`config.mk`:
```
export PLATFORM = sky130hd
export DESIGN_NAME = mips_mc_controller_flat
export DESIGN_NICKNAME = d
export VERILOG_FILES = /design/src/rtl/mips_mc_controller_if.sv /design/src/rtl/mips_mc_controller.sv /design/src/flat_wrapper.sv
export SDC_FILE = /design/constraint.sdc
export NUM_CORES = 1
export LEC_CHECK = 0
export CORE_UTILIZATION = 43
export CTS_CLUSTER_DIAMETER = 50
export CTS_CLUSTER_SIZE = 14
export DETAILED_ROUTE_END_ITERATION = 7
export PLACE_DENSITY_LB_ADDON = 0.05
export SYNTH_ARGS = -nofsm -noshare
export SYNTH_HDL_FRONTEND = slang
export SYNTH_SLANG_ARGS = --single-unit
export TNS_END_PERCENT = 100
```
`constraint.sdc`:
```
create_clock -name clk -period 3.1 [get_ports clk]
set_input_delay 0.465 -clock clk [delete_from_list [all_inputs] [get_ports clk]]
set_output_delay 0.465 -clock clk [all_outputs]
set_load 0.1 [all_outputs]
```
`src/rtl/mips_mc_controller_if.sv`:
```
// Datapath-facing bundle of the multicycle MIPS controller: opcode/flag/handshake
// inputs and the per-cycle control strobes.
interface mips_mc_controller_if;
   logic [5:0] op;
   logic       zero;
   logic       memready;
   logic       pcen;
   logic       memwrite;
   logic       irwrite;
   logic       regwrite;
   logic       iord;
   logic       memtoreg;
   logic       regdst;
   logic       alusrca;
   logic [1:0] alusrcb;
   logic       zeroext;
   logic [1:0] pcsrc;
   logic [1:0] aluop;
   logic       illegal;
   logic [3:0] state;

   modport master (
      input  op, zero, memready,
      output pcen, memwrite, irwrite, regwrite, iord, memtoreg, regdst,
             alusrca, alusrcb, zeroext, pcsrc, aluop, illegal, state
   );

   modport slave (
      output op, zero, memready,
      input  pcen, memwrite, irwrite, regwrite, iord, memtoreg, regdst,
             alusrca, alusrcb, zeroext, pcsrc, aluop, illegal, state
   );
endinterface

```
`src/rtl/mips_mc_controller.sv`:
```
// Multicycle MIPS control FSM: decodes the opcode and drives the per-cycle
// datapath strobes, stalling on memready during fetch, load read and store write.
module mips_mc_controller #(
   parameter bit USE_MEMREADY = 1'b1
) (
   input  logic                  clk,
   input  logic                  reset,
   mips_mc_controller_if.master  bus
);

   typedef enum logic [3:0] {
      FETCH   = 4'd0,
      DECODE  = 4'd1,
      MEMADR  = 4'd2,
      MEMRD   = 4'd3,
      MEMWB   = 4'd4,
      MEMWR   = 4'd5,
      EXECUTE = 4'd6,
      ALUWB   = 4'd7,
      BRANCH  = 4'd8,
      ADDIEX  = 4'd9,
      IMMWB   = 4'd10,
      JUMP    = 4'd11,
      ORIEX   = 4'd12
   } state_t;

   localparam logic [5:0] OP_LW   = 6'b100011;
   localparam logic [5:0] OP_SW   = 6'b101011;
   localparam logic [5:0] OP_R    = 6'b000000;
   localparam logic [5:0] OP_BEQ  = 6'b000100;
   localparam logic [5:0] OP_BNE  = 6'b000101;
   localparam logic [5:0] OP_ADDI = 6'b001000;
   localparam logic [5:0] OP_ORI  = 6'b001101;
   localparam logic [5:0] OP_J    = 6'b000010;

   state_t state_q, state_d;
   logic   mr;

   assign mr        = USE_MEMREADY ? bus.memready : 1'b1;
   assign bus.state = state_q;

   // NOTE: state register uses non-blocking assignment so every reader sees the pre-edge value.
   always_ff @(posedge clk or negedge reset) begin
      if (!reset) state_q <= FETCH;
      else        state_q <= state_d;
   end

   // NOTE: every output gets a default first so no path through the case infers a latch.
   always_comb begin
      state_d      = FETCH;
      bus.pcen     = 1'b0;
      bus.memwrite = 1'b0;
      bus.irwrite  = 1'b0;
      bus.regwrite = 1'b0;
      bus.iord     = 1'b0;
      bus.memtoreg = 1'b0;
      bus.regdst   = 1'b0;
      bus.alusrca  = 1'b0;
      bus.alusrcb  = 2'b00;
      bus.zeroext  = 1'b0;
      bus.pcsrc    = 2'b00;
      bus.aluop    = 2'b00;
      bus.illegal  = 1'b0;

      case (state_q)
         FETCH: begin
            bus.alusrcb = 2'b01;
            bus.irwrite = mr;
            bus.pcen    = mr;
            state_d     = mr ? DECODE : FETCH;
         end
         DECODE: begin
            bus.alusrcb = 2'b11;
            case (bus.op)
               OP_LW, OP_SW:   state_d = MEMADR;
               OP_R:           state_d = EXECUTE;
               OP_BEQ, OP_BNE: state_d = BRANCH;
               OP_ADDI:        state_d = ADDIEX;
               OP_ORI:         state_d = ORIEX;
               OP_J:           state_d = JUMP;
               default: begin
                  state_d     = FETCH;
                  bus.illegal = 1'b1;
               end
            endcase
         end
         MEMADR: begin
            bus.alusrca = 1'b1;
            bus.alusrcb = 2'b10;
            state_d     = (bus.op == OP_SW) ? MEMWR : MEMRD;
         end
         MEMRD: begin
            bus.iord = 1'b1;
            state_d  = mr ? MEMWB : MEMRD;
         end
         MEMWB: begin
            bus.regwrite = 1'b1;
            bus.memtoreg = 1'b1;
         end
         MEMWR: begin
            // Write strobe stays up for the whole stall so the memory sees a stable request.
            bus.iord     = 1'b1;
            bus.memwrite = 1'b1;
            state_d      = mr ? FETCH : MEMWR;
         end
         EXECUTE: begin
            bus.alusrca = 1'b1;
            bus.aluop   = 2'b10;
            state_d     = ALUWB;
         end
         ALUWB: begin
            bus.regwrite = 1'b1;
            bus.regdst   = 1'b1;
         end
         BRANCH: begin
            bus.alusrca = 1'b1;
            bus.aluop   = 2'b01;
            bus.pcsrc   = 2'b01;
            bus.pcen    = (bus.op == OP_BNE) ? ~bus.zero : bus.zero;
         end
         ADDIEX: begin
            bus.alusrca = 1'b1;
            bus.alusrcb = 2'b10;
            state_d     = IMMWB;
         end
         IMMWB: begin
            bus.regwrite = 1'b1;
         end
         JUMP: begin
            bus.pcsrc = 2'b10;
            bus.pcen  = 1'b1;
         end
         ORIEX: begin
            bus.alusrca = 1'b1;
            bus.alusrcb = 2'b10;
            bus.zeroext = 1'b1;
            bus.aluop   = 2'b11;
            state_d     = IMMWB;
         end
         default: state_d = FETCH;
      endcase
   end

endmodule

```
`src/flat_wrapper.sv`:
```
// flat-port wrapper written by rule: the top's interface ports become plain ports
module mips_mc_controller_flat 
#(
   parameter bit USE_MEMREADY = 1'b1
)
  (clk, reset, bus_op, bus_zero, bus_memready, bus_pcen, bus_memwrite, bus_irwrite, bus_regwrite, bus_iord, bus_memtoreg, bus_regdst, bus_alusrca, bus_alusrcb, bus_zeroext, bus_pcsrc, bus_aluop, bus_illegal, bus_state);
  mips_mc_controller_if bus_i ();
  input  logic clk;
  input  logic reset;
  input wire logic [$bits(bus_i.op)-1:0] bus_op;
  input wire logic [$bits(bus_i.zero)-1:0] bus_zero;
  input wire logic [$bits(bus_i.memready)-1:0] bus_memready;
  output wire logic [$bits(bus_i.pcen)-1:0] bus_pcen;
  output wire logic [$bits(bus_i.memwrite)-1:0] bus_memwrite;
  output wire logic [$bits(bus_i.irwrite)-1:0] bus_irwrite;
  output wire logic [$bits(bus_i.regwrite)-1:0] bus_regwrite;
  output wire logic [$bits(bus_i.iord)-1:0] bus_iord;
  output wire logic [$bits(bus_i.memtoreg)-1:0] bus_memtoreg;
  output wire logic [$bits(bus_i.regdst)-1:0] bus_regdst;
  output wire logic [$bits(bus_i.alusrca)-1:0] bus_alusrca;
  output wire logic [$bits(bus_i.alusrcb)-1:0] bus_alusrcb;
  output wire logic [$bits(bus_i.zeroext)-1:0] bus_zeroext;
  output wire logic [$bits(bus_i.pcsrc)-1:0] bus_pcsrc;
  output wire logic [$bits(bus_i.aluop)-1:0] bus_aluop;
  output wire logic [$bits(bus_i.illegal)-1:0] bus_illegal;
  output wire logic [$bits(bus_i.state)-1:0] bus_state;
  assign bus_i.op = bus_op;
  assign bus_i.zero = bus_zero;
  assign bus_i.memready = bus_memready;
  assign bus_pcen = bus_i.pcen;
  assign bus_memwrite = bus_i.memwrite;
  assign bus_irwrite = bus_i.irwrite;
  assign bus_regwrite = bus_i.regwrite;
  assign bus_iord = bus_i.iord;
  assign bus_memtoreg = bus_i.memtoreg;
  assign bus_regdst = bus_i.regdst;
  assign bus_alusrca = bus_i.alusrca;
  assign bus_alusrcb = bus_i.alusrcb;
  assign bus_zeroext = bus_i.zeroext;
  assign bus_pcsrc = bus_i.pcsrc;
  assign bus_aluop = bus_i.aluop;
  assign bus_illegal = bus_i.illegal;
  assign bus_state = bus_i.state;
  mips_mc_controller #(.USE_MEMREADY(USE_MEMREADY)) u_core (.clk(clk), .reset(reset), .bus(bus_i));
endmodule
```
-- Word-level counts from Yosys, hierarchy flattened
Cells that the tools add are included.
- add/sub/neg operators: 0
- $mul: 0
- div/mod/pow operators: 0
- $lt $le $gt $ge: 0
- eq/ne operators: 19
- shift operators: 0
- muxes and demuxes: 21
- bitwise logic cells: 1
- reductions and logical operators: 10
- operator list (kind ; count):
    $pmux W4 S7 ; 1
    $pmux W4 S6 ; 1
    $eq A4 B4 Y1 const B ; 5
    $eq A4 B3 Y1 const B ; 4
    $eq A6 B3 Y1 const B ; 2
    $eq A6 B4 Y1 const B ; 2
    $eq A6 B6 Y1 const B ; 2
    $mux W1 ; 12
    $pmux W2 S3 ; 2
    $mux W3 ; 3
    $eq A4 B2 Y1 const B ; 2
    $reduce_or A2 Y1 ; 4
    $reduce_or A8 Y1 ; 1
    $eq A6 B2 Y1 const B ; 1
    $logic_not A6 Y1 ; 1
    $reduce_or A3 Y1 ; 2
    $reduce_or A5 Y1 ; 1
    $eq A4 B1 Y1 const B ; 1
    $logic_not A4 Y1 ; 1
    $pmux W2 S2 ; 1
    $pmux W1 S3 ; 1
    $not A1 Y1 ; 1
- bits in registers: 4
- bits in latches: 0
- bits in writable memories: 0
- bits in read-only memories: 0
- input bits: 10
- output and inout bits: 20
- logic and storage cells: 52
- memories kept: 0

-- Longest topological paths before layout
- depth in word-level cells: 4
- mapped depth: 5
- depth with buffers taken out: 4

-- Least setup slack after synthesis
No wires, ideal clock.
- path kind: register to output
- from: register u_core.state_q[3], in the netlist u_core.bus.state[3]
- to: output port bus_pcen
- arrival: 4.434 ns
- required time: 2.635 ns
- slack: -1.799 ns
- stages on the path, launching flop included: 5
- path buffers: 1
- cells stage by stage: dfrtp_1 -> buf_2 -> nand2_1 -> nor3_1 -> a22o_1
- cells in the longest elaborated chain, start to end: 2
- elaborated cells between the ends (all ways): 4
- those cells by class: eq/ne (2); mux (1); reduce/logical (1)
- RTL lines (element ; line ; text):
    start: declaration ; mips_mc_controller.sv:36 ; state_t state_q, state_d;
    start signal: assignment ; mips_mc_controller.sv:45 ; else state_q <= state_d;
    $eq A4 B4 Y1 or $logic_not A4 Y1 (tied branches) ; mips_mc_controller.sv:65 ; case (state_q)
    $pmux W1 S3 * ; mips_mc_controller.sv:65 ;
    end: declaration ; flat_wrapper.sv:13 ; output wire logic [$bits(bus_i.pcen)-1:0] bus_pcen;
Mark *: on every way between the ends. The rest lies on a longest branch, timed or not.

-- Worst setup path in the final report
- from: input port bus_op[1]
- to: output port bus_pcen
- cells in the longest elaborated chain, start to end: 3
- RTL lines (element ; line ; text):
    start: declaration ; flat_wrapper.sv:10 ; input wire logic [$bits(bus_i.op)-1:0] bus_op;
    $eq A6 B3 Y1 ; mips_mc_controller.sv:119 ; bus.pcen = (bus.op == OP_BNE) ? ~bus.zero : bus.zero;
    $mux W1 ; mips_mc_controller.sv:119 ;
    $pmux W1 S3 ; mips_mc_controller.sv:65 ;
No other way between the ends.

==> metrics.md <==
| Metric | Value |
|---|---|
| First-pass GRT wire length | 2.25 mm |
| Fin. max-slew vios | 0 |
| Post-synthesis cell area | between 600 and 700 sq um |
| Max Clk Rate | about 0.41 GHz |
| Vias | about 730 |
| Register area share after synthesis | 16.1% |
| Die Ht | around 40 microns |
| Worst R2R Setup Slack | 1540 ps |
| Top Ports | 30 |
| Crit path capture type | output port |
| DR vias/cell | 5.70 |
| CTS Hold Bufs | 0 |
| 1st-pass router iterations | 4 |
| Largest net degree at the start of global routing | 20 |
| Worst-case clock skew | 7.21 ps |
| Status | finished clean |
| RSZ-0062 raised after global routing | false |
| Final Cycle Share | 78.3% |
| Post-Synthesis Cells | around 90 |
| Root Driver | clkbuf_4 |
| Seq cells post-synth | 4 |
| Yosys cell types | 36 |
| CTS tree | yes |
| Setup repair bufs after CTS | 0 |
| Core Area | 0.00132 sq mm |
| Buffers added on ports | 29 |
| Min Tclk post-route | about 2400 ps |
| Max Cap Viol | 0 |
| Worst path bufs/invs | 2 |
| Met1 WL | 645 microns |
| Total track usage | 21.1% |
| Hold Path Class | primary input to async pin |
| Met2 routed WL | 776 microns |
| Clock tree buffer depth | 2 |
| Async SR Flop Fraction | 100% |
| Top cells by area, synth | dfrtp_1 16%, nor3_1 8.9%, nor2_1 6.0%, xnor2_1 5.6%, o22ai_1 5.0% |
| Synth warn | 0 |
| Top cell type's share of synthesized area | around 16% |
| Initial antenna violation count | 0 |
| Gpl congestion | 0.774 |
| Residual DRC | 0 |
| Total gr overflow | 0 |
| Worst Path Max Fanout | 5 |
| EDFF count, synth | 0 |
| Layout area overhead | 48.8% |
| Vias in the first global route | 521 |
| DR iter-0 viols | 28 |
| WS Path Type | primary input to output port |
| Top Layer Used | met3 |
| Setup violations, final | 0 |
| Crit-path cells | clkdlybuf4s50_1 > nor3_1 > nand4b_1 > xnor2_1 > a22o_1 > buf_12 |
| R2R depth | 4 |
| Post-route ant nets | 0 |
| Fin util | 70.1% |
| Die W | ~40 microns |
| Fin cells | 128 |
| Largest register FFs | 4 |
| DR WL/cell | 11.7 microns |
| Worst-Margin Slew | 617 ps |
| Ant diodes | 0 |
| Dpl hpwl | approximately 1.1 mm |
| Final net count | 125 |
| Slew margin rel. | between 50% and 60% |
| WP data required | 2630 ps |
| CTS buffer count | 3 |
| Worst path top cell family by delay | buffers and inverters |
| Share of layout cells above drive strength 1 | 31.9% |
| Die area | 0.00160 sq mm |
| Metal3 WL | roughly 71 microns |
| Final Hold Fails | 0 |
| Critical Path AT | 1960 ps |
| Initial core utilization | between 40% and 50% |
| Mean Syn Cell Area | 7.05 sq um |
| Dpl cells | between 100 and 150 |
| Reg2Reg Launch Point | u_core.bus.state[1] |
| Fill count | 119 |
| Clock transition at path regs | 40 ps |
| CTS H-tree lvls | 1 |
| Top FF cell, synth | dfrtp_1 |
| Post-cts sizing count | 0 |
| Row count | 13 |
| Slowest cell on crit path | clkdlybuf4s50_1 |
| Worst skew pair latency | roughly 240 ps |
| Critical path's largest stage delay | approximately 500 ps |
| Sum Neg Setup Slack | 0 ps |
| Crit start category | primary input |
| Post-synth net total | 98 |
| Crit Reg-Reg Endpoint | u_core.bus.state[1] |
| Sink Count | 4 |
| Final wirelength | 1.49 mm |
| Largest area contributor in the netlist | dfrtp_1 |
==> routing by layer <==
layer / vias to the layer above / global-route usage, %
met2: 25 / 33.5
met1: 333 / 27.1
met4: 0 / 11.2
met5: - / 0
li1: 371 / -
met3: 0 / 3.33
==> placed cells by master (no fill, tap or decap), types with 2 or more instances in the layout <==
master            n
buf_4            20
nand2b_1          3
o21ai_0           2
o211ai_1          2
and3_1            2
nor2b_1           3
nor3_1            8
o22ai_1           5
dfrtp_1           4
nand3_1           2
nand4b_1          2
buf_12            2
xnor2_1           4
nor2_1            8
clkbuf_4          3
nand2_1           6
nor2_2            2
a21oi_1           4
clkdlybuf4s50_1   9
nor3_2            2
==> area by class of cell <==
class,count,area (sq um),share of cell area (%)
sequential,4,100,10.8
inverter,2,8.76,0.949
multi-input combinational,73,493,53.4
clock buffer,3,22.5,2.44
tap,15,18.8,2.03
timing repair buffer,31,280,30.4
==> Yosys cell counts, types with 2 or more instances <==
master and n:
nor3_1 11, nor2_1 10, nand2_1 6, o22ai_1 5, a21oi_1 4, dfrtp_1 4
xnor2_1 4, buf_2 3, buf_4 3, nand2b_1 3, nor2b_1 3, and3_1 2
clkbuf_1 2, nand3_1 2, nand4b_1 2, nor3b_1 2, o211ai_1 2, o21ai_0 2
==> metrics by stage <==
step | area, sq um | worst slack (ps) | hold slack (ps)
3_3_place_gp | 901 | 680 | 670
6_report | 923 | 672 | 424
4_1_cts | 923 | 660 | 429
5_1_grt | 923 | 555 | 437
3_5_place_dp | 901 | 660 | 677
2_1_floorplan | 658 | -722 | 169
==> logic make-up (layout without fill, tap and decap cells) <==
logic type      Yosys count  after routing  synth area share [%]
flops                     4              4                  16.1
mux                       2              2                  3.43
xor+xnor                  4              4                  5.64
buf+inv                  11             36                  10.5
compound gates           19             19                  20.0
simple gates             48             48                  44.4
==> how the worst max path moves through the flow <==
stage / from / to / slack, ps / depth (start not counted)
after floorplan: u_core.bus.state[1] / bus_alusrcb[0] / -720 / 3
after global placement: bus_op[1] / bus_pcen / 680 / 6
final: bus_op[1] / bus_pcen / 670 / 6
after CTS: bus_op[1] / bus_pcen / 660 / 6
after detailed placement: bus_op[1] / bus_pcen / 660 / 6
after global routing: bus_op[4] / bus_pcen / 550 / 6
Power is not shown: default switching activity piles up to over one toggle a cycle in this logic, so the estimate is an artifact.
